$ cat src/rtl/mc_controller.sv
// mc_controller: multi-cycle main control FSM (FETCH/DECODE/EXE/MEM/WB/HALT).
// Drives ALUOp, all datapath write enables and mux selects, one stage per cycle,
// waits on mem_ready in MEM, pulses instr_done on retirement and counts retired
// instructions modulo 2^CNT_W.
// Optional feature: define MC_CTRL_ILLEGAL_TRAP_EN to trap unknown encodings in
// HALT with a sticky illegal flag; otherwise unknown encodings retire as nop.
module mc_controller #(
   parameter int CNT_W = 32
) (
   input  logic             clk,
   input  logic             reset,
   input  logic [5:0]       opcode,
   input  logic [5:0]       funct,
   input  logic             zero,
   input  logic             mem_ready,
   output logic [2:0]       state,
   output logic             PCWrite,
   output logic             IRWrite,
   output logic             RegWrite,
   output logic             MemWrite,
   output logic [3:0]       ALUOp,
   output logic             ALUSrcB,
   output logic             EXTOp,
   output logic [1:0]       RegDst,
   output logic [1:0]       WDSel,
   output logic [1:0]       NPCOp,
   output logic             instr_done,
   output logic [CNT_W-1:0] instr_cnt,
   output logic             illegal
);

   typedef enum logic [2:0] {
      S_FETCH  = 3'd0,
      S_DECODE = 3'd1,
      S_EXE    = 3'd2,
      S_MEM    = 3'd3,
      S_WB     = 3'd4,
      S_HALT   = 3'd5
   } state_t;

   localparam logic [3:0] ALU_ADD = 4'd0;
   localparam logic [3:0] ALU_SUB = 4'd1;
   localparam logic [3:0] ALU_OR  = 4'd2;
   localparam logic [3:0] ALU_LUI = 4'd3;

   state_t           state_q, state_d;
   logic [CNT_W-1:0] instr_cnt_q;

   logic       pcw_s, irw_s, rw_s, mw_s, done_s;
   logic [3:0] aluop_s;
   logic       srcb_s, ext_s;
   logic [1:0] rdst_s, wd_s, npc_s;
`ifdef MC_CTRL_ILLEGAL_TRAP_EN
   logic       trap_s;
   logic       illegal_q;
`endif

   // Instruction decode (opcode/funct are stable from DECODE onwards)
   logic is_rtype_s, is_addu_s, is_subu_s, is_jr_s, is_nop_s;
   logic is_ori_s, is_lui_s, is_lw_s, is_sw_s, is_beq_s, is_jal_s;

   assign is_rtype_s = (opcode == 6'b000000);
   assign is_addu_s  = is_rtype_s && (funct == 6'b100001);
   assign is_subu_s  = is_rtype_s && (funct == 6'b100011);
   assign is_jr_s    = is_rtype_s && (funct == 6'b001000);
   assign is_nop_s   = is_rtype_s && (funct == 6'b000000);
   assign is_ori_s   = (opcode == 6'b001101);
   assign is_lui_s   = (opcode == 6'b001111);
   assign is_lw_s    = (opcode == 6'b100011);
   assign is_sw_s    = (opcode == 6'b101011);
   assign is_beq_s   = (opcode == 6'b000100);
   assign is_jal_s   = (opcode == 6'b000011);

   // Next-state, retirement and Moore control decode for the current stage
   always_comb begin
      state_d = state_q;
      done_s  = 1'b0;
      pcw_s   = 1'b0;
      irw_s   = 1'b0;
      rw_s    = 1'b0;
      mw_s    = 1'b0;
      aluop_s = ALU_ADD;
      srcb_s  = 1'b0;
      ext_s   = 1'b0;
      rdst_s  = 2'd0;
      wd_s    = 2'd0;
      npc_s   = 2'd0;
`ifdef MC_CTRL_ILLEGAL_TRAP_EN
      trap_s  = 1'b0;
`endif
      case (state_q)
         S_FETCH: begin
            irw_s   = 1'b1;
            pcw_s   = 1'b1;
            state_d = S_DECODE;
         end
         S_DECODE: begin
            if (is_addu_s || is_subu_s || is_jr_s || is_ori_s || is_lui_s ||
                is_lw_s || is_sw_s || is_beq_s) begin
               state_d = S_EXE;
            end else if (is_jal_s) begin
               state_d = S_WB;
            end else if (is_nop_s) begin
               state_d = S_FETCH;
               done_s  = 1'b1;
            end else begin
`ifdef MC_CTRL_ILLEGAL_TRAP_EN
               state_d = S_HALT;
               trap_s  = 1'b1;
`else
               state_d = S_FETCH;
               done_s  = 1'b1;
`endif
            end
         end
         S_EXE: begin
            if (is_addu_s) begin
               aluop_s = ALU_ADD;
            end else if (is_subu_s) begin
               aluop_s = ALU_SUB;
            end else if (is_beq_s) begin
               aluop_s = ALU_SUB;
               pcw_s   = zero;
               npc_s   = 2'd1;
            end else if (is_ori_s) begin
               aluop_s = ALU_OR;
               srcb_s  = 1'b1;
               ext_s   = 1'b0;
            end else if (is_lui_s) begin
               aluop_s = ALU_LUI;
               srcb_s  = 1'b1;
            end else if (is_lw_s || is_sw_s) begin
               aluop_s = ALU_ADD;
               srcb_s  = 1'b1;
               ext_s   = 1'b1;
            end else if (is_jr_s) begin
               pcw_s   = 1'b1;
               npc_s   = 2'd3;
            end else begin
               aluop_s = ALU_ADD;
            end
            if (is_lw_s || is_sw_s) begin
               state_d = S_MEM;
            end else if (is_beq_s || is_jr_s) begin
               state_d = S_FETCH;
               done_s  = 1'b1;
            end else if (is_addu_s || is_subu_s || is_ori_s || is_lui_s) begin
               state_d = S_WB;
            end else begin
               // Unreachable with a stable IR: recover without retiring
               state_d = S_FETCH;
            end
         end
         S_MEM: begin
            // Address computation stays on the ALU while memory completes
            aluop_s = ALU_ADD;
            srcb_s  = 1'b1;
            ext_s   = 1'b1;
            if (is_sw_s) begin
               mw_s = 1'b1;
               if (mem_ready) begin
                  state_d = S_FETCH;
                  done_s  = 1'b1;
               end else begin
                  state_d = S_MEM;
               end
            end else begin
               if (mem_ready) begin
                  state_d = S_WB;
               end else begin
                  state_d = S_MEM;
               end
            end
         end
         S_WB: begin
            rw_s    = 1'b1;
            state_d = S_FETCH;
            done_s  = 1'b1;
            if (is_addu_s || is_subu_s) begin
               rdst_s = 2'd1;
               wd_s   = 2'd0;
            end else if (is_lw_s) begin
               rdst_s = 2'd0;
               wd_s   = 2'd1;
            end else if (is_jal_s) begin
               rdst_s = 2'd2;
               wd_s   = 2'd2;
               pcw_s  = 1'b1;
               npc_s  = 2'd2;
            end else begin
               rdst_s = 2'd0;
               wd_s   = 2'd0;
            end
         end
         S_HALT: begin
`ifdef MC_CTRL_ILLEGAL_TRAP_EN
            state_d = S_HALT;
`else
            state_d = S_FETCH;
`endif
         end
         default: begin
            state_d = S_FETCH;
         end
      endcase
   end

   // State register and retired-instruction counter
   always_ff @(posedge clk) begin
      if (reset) begin
         state_q     <= S_FETCH;
         instr_cnt_q <= '0;
      end else begin
         state_q <= state_d;
         if (done_s) begin
            instr_cnt_q <= instr_cnt_q + CNT_W'(1);
         end else begin
            instr_cnt_q <= instr_cnt_q;
         end
      end
   end

`ifdef MC_CTRL_ILLEGAL_TRAP_EN
   // Sticky trap flag, cleared only by reset
   always_ff @(posedge clk) begin
      if (reset) begin
         illegal_q <= 1'b0;
      end else if (trap_s) begin
         illegal_q <= 1'b1;
      end else begin
         illegal_q <= illegal_q;
      end
   end
   assign illegal = illegal_q;
`else
   assign illegal = 1'b0;
`endif

   // Write enables and the retire pulse are suppressed while reset is held
   assign PCWrite    = pcw_s  & ~reset;
   assign IRWrite    = irw_s  & ~reset;
   assign RegWrite   = rw_s   & ~reset;
   assign MemWrite   = mw_s   & ~reset;
   assign instr_done = done_s & ~reset;

   assign state      = state_q;
   assign ALUOp      = aluop_s;
   assign ALUSrcB    = srcb_s;
   assign EXTOp      = ext_s;
   assign RegDst     = rdst_s;
   assign WDSel      = wd_s;
   assign NPCOp      = npc_s;
   assign instr_cnt  = instr_cnt_q;

endmodule

$ cat config.mk
export PLATFORM = sky130hd
export DESIGN_NAME = mc_controller
export DESIGN_NICKNAME = d
export VERILOG_FILES = /design/src/rtl/mc_controller.sv
export SDC_FILE = /design/constraint.sdc
export NUM_CORES = 1
export LEC_CHECK = 0
export ABC_AREA = 1
export CAP_MARGIN = 40
export CORE_MARGIN = 2
export CORE_UTILIZATION = 33
export DETAILED_ROUTE_END_ITERATION = 10
export PLACE_DENSITY = 0.56
export REMOVE_ABC_BUFFERS = 1
export SLEW_MARGIN = 15
export SYNTH_ARGS = -nofsm -noshare
export SYNTH_HDL_FRONTEND = slang
export SYNTH_SLANG_ARGS = --single-unit
$ cat constraint.sdc
create_clock -name clk -period 2.9 [get_ports clk]
set_input_delay 0.58 -clock clk [delete_from_list [all_inputs] [get_ports clk]]
set_output_delay 0.58 -clock clk [all_outputs]
set_load 0.01 [all_outputs]
==> results.yml <==
detailed_routing:
  firstDrtPassIters: 4
  post_drt_wl_per_cell_um: 12.9
  wl_um: 7960
  vias_per_cell: 4.81
  drtAntennaViolNets: 0
  route.detailed.drc: 0
  via_count: 2975
  drtIter0Drc: 112
global_routing:
  grt_pass1_vias: 2876
  grt.total_usage_pct: 18.9
  grt_pass1_wl_um: 13300
  antenna_found_initial: 0
  grt-busiest-layer: "met2"
  overflow: 0
  grt_max_degree: 34
  use_met1_pct: 24.3
  use_met3_pct: 3.95
  use_met2_pct: 32.3
cts:
  clkTransAtPathRegs_ns: 0.07
  cts_tree: "built"
  cts_buffer_depth: 2
  insertion_delay_ns: 0.29
  cts-buffers-inserted: 5
  root_buffer: "clkbuf_8"
  clock-sinks: 35
  h-tree-depth: 2
place:
  dp_worst_setup_slack_ns: -0.208
  placed_area_um2: 3400
  hpwl_um: 5830
  dp_cells: 608
  port_buffers: 65
  gp_congestion: 0.838
timing:
  period_needed_ns: 2.84
  fin_skew_ns: 0.00290
  hold_viol: 0
  fin_setup_tns_ns: 0
  grt_setup_unrepaired: "true"
  setup_slack_ns: 0.0618
  slew_violations: 0
  whs_ns: 0.521
  finalSetupViolCount: 0
  clock.fmax_mhz: 352
  post-route-period-util_pct: 97.9
floorplanning:
  fp-row-count: 32
  dieArea_um2: 8720
  initial_utilization_pct: 34.1
  die_x_um: 93.4
  core-area_um2: 7730
  die_y_um: 93.4
  pin_count: 69
logic_synthesis:
  yosys_warnings: 0
  yosysUniqueCellTypes: 29
  synth-seq-cells: 35
  synthCells: 443
  synth_area_leaders: "dfxtp_1, nand2_1, nand3_1"
  ys_seq_area_share_pct: 26.6
  yosys.area.top_type_share_pct: 26.6
  synthesis.area_um2: 2640
  synth_area_leader_cell: "dfxtp_1"
  syn_avg_cell_area_um2: 5.95
pwr:
  power_per_cell_area_nw_per_um2: 274
  p_leak_nw: 1.29
  max-vdd-ir-drop_mv: 0.137
setup_path:
  rrSetupSlack_ns: 0.90
  crit_path_start_kind: "input port"
  reg2reg_depth: 8
  reg2reg_to: "instr_cnt[16]"
  rr_startpoint: "state[1]"
  cp-end-kind: "primary output"
  critPathMaxFanout: 3
  worst-setup-path-type: "input port to primary output"
  required_ns: 2.32
  arrival_ns: 2.26
final_layout:
  design_area_um2: 3540
  diodes: 0
  layout-drive-gt1-share_pct: 9.69
  final_nets: 532
  area_delta_synth_final_pct: 34.3
  final_cell_mix: "nand2_1, clkdlybuf4s50_1, nor2_1"
  layout.cells.non_filler: 618
  layout_commonest_cell: "nand2_1"
hold_path:
  worstHoldStart: "instr_cnt[16]"
  hold_depth: 2
  hold_path_class: "register to register"
  min_to: "instr_cnt[16]"
flow_run:
  maxCapViolations: 0
outcome:
  status: "finished, final reports clean"
[synthesized netlist by cell type]
library cell / instances
nand3b_4: 1
nor2_2: 9
conb_1: 1
nand3_2: 1
clkbuf_1: 3
a21oi_1: 38
nor2_4: 2
xor2_1: 14
nand2_2: 2
nor4_1: 1
nor3_2: 1
dfxtp_1: 35
nor2_1: 56
inv_1: 39
nand3b_1: 9
buf_4: 12
a21oi_4: 1
xnor2_1: 1
o21ai_0: 5
buf_6: 1
a31oi_1: 2
nand2_1: 142
nand3_1: 44
nor3_1: 14
inv_2: 2
nand2_4: 1
nand4_1: 4
ha_1: 1
buf_1: 1
[layer usage]
layer	routed length [um]	up-vias
li1	-	1551
met1	3780	1356
met2	3790	60
met3	300	8
met4	99	0
met5	0	-
[cell families after synthesis]
family                     share of synthesized area, %
other                                             0.142
DFF                                                26.6
buffers and inverters                              10.2
and+or+nand+nor                                    48.3
xor gates and xnor gates                           4.98
AOI/OAI and AO/OA                                  9.25
adders and majority gates                         0.474
[worst max-delay path, cell delays in order]
cell             delay [ns]
clkdlybuf4s50_1        0.55
nand2_2                0.11
inv_1                  0.11
nand2_2                0.07
buf_4                  0.14
o21ai_0                0.14
clkdlybuf4s50_1        0.56
[final cells by class]
cell class,instances,area [um^2]
inverter,41,154
fill,811,4190
clock buffer,5,68.8
timing repair buffer,80,761
multi-input combinational,352,1710
sequential,35,701
tap,102,128
clock inverter,3,15.0
[state kept, by name, indices dropped and copies added (netlist names)]
register   count
instr_cnt     32
state          3
[what timing repair did]
action / in CTS / in global routing
hold buffers: 0 / 0
setup endpoints to repair: 6 / 9
pin swaps: 1 / 3
gates resized for setup: 6 / 12
setup buffers: 1 / 1
hold endpoints to repair: 0 / 0
[through the flow]
stage	power (mW)	utilization (%)
detailed placement	0.624	44.1
floorplan	0.553	-
global route	1.02	45.8
finish	0.969	45.8
CTS	0.978	45.2
global placement	0.623	44.1
[worst max path at each step]
stage                  to  cells past startpoint      start
6_report            EXTOp                      7  opcode[0]
5_1_grt             EXTOp                      7  opcode[5]
4_1_cts          NPCOp[0]                      8  opcode[4]
3_5_place_dp      PCWrite                      9  opcode[2]
3_3_place_gp      PCWrite                      9  opcode[2]
2_1_floorplan  instr_done                      7  opcode[4]
[power breakdown]
part,internal (mW),switching (mW)
logic,0.0505,0.0758
clock network,0.164,0.188
registers,0.484,0.00611
total,0.699,0.270
(Power assumes the default switching activity.)
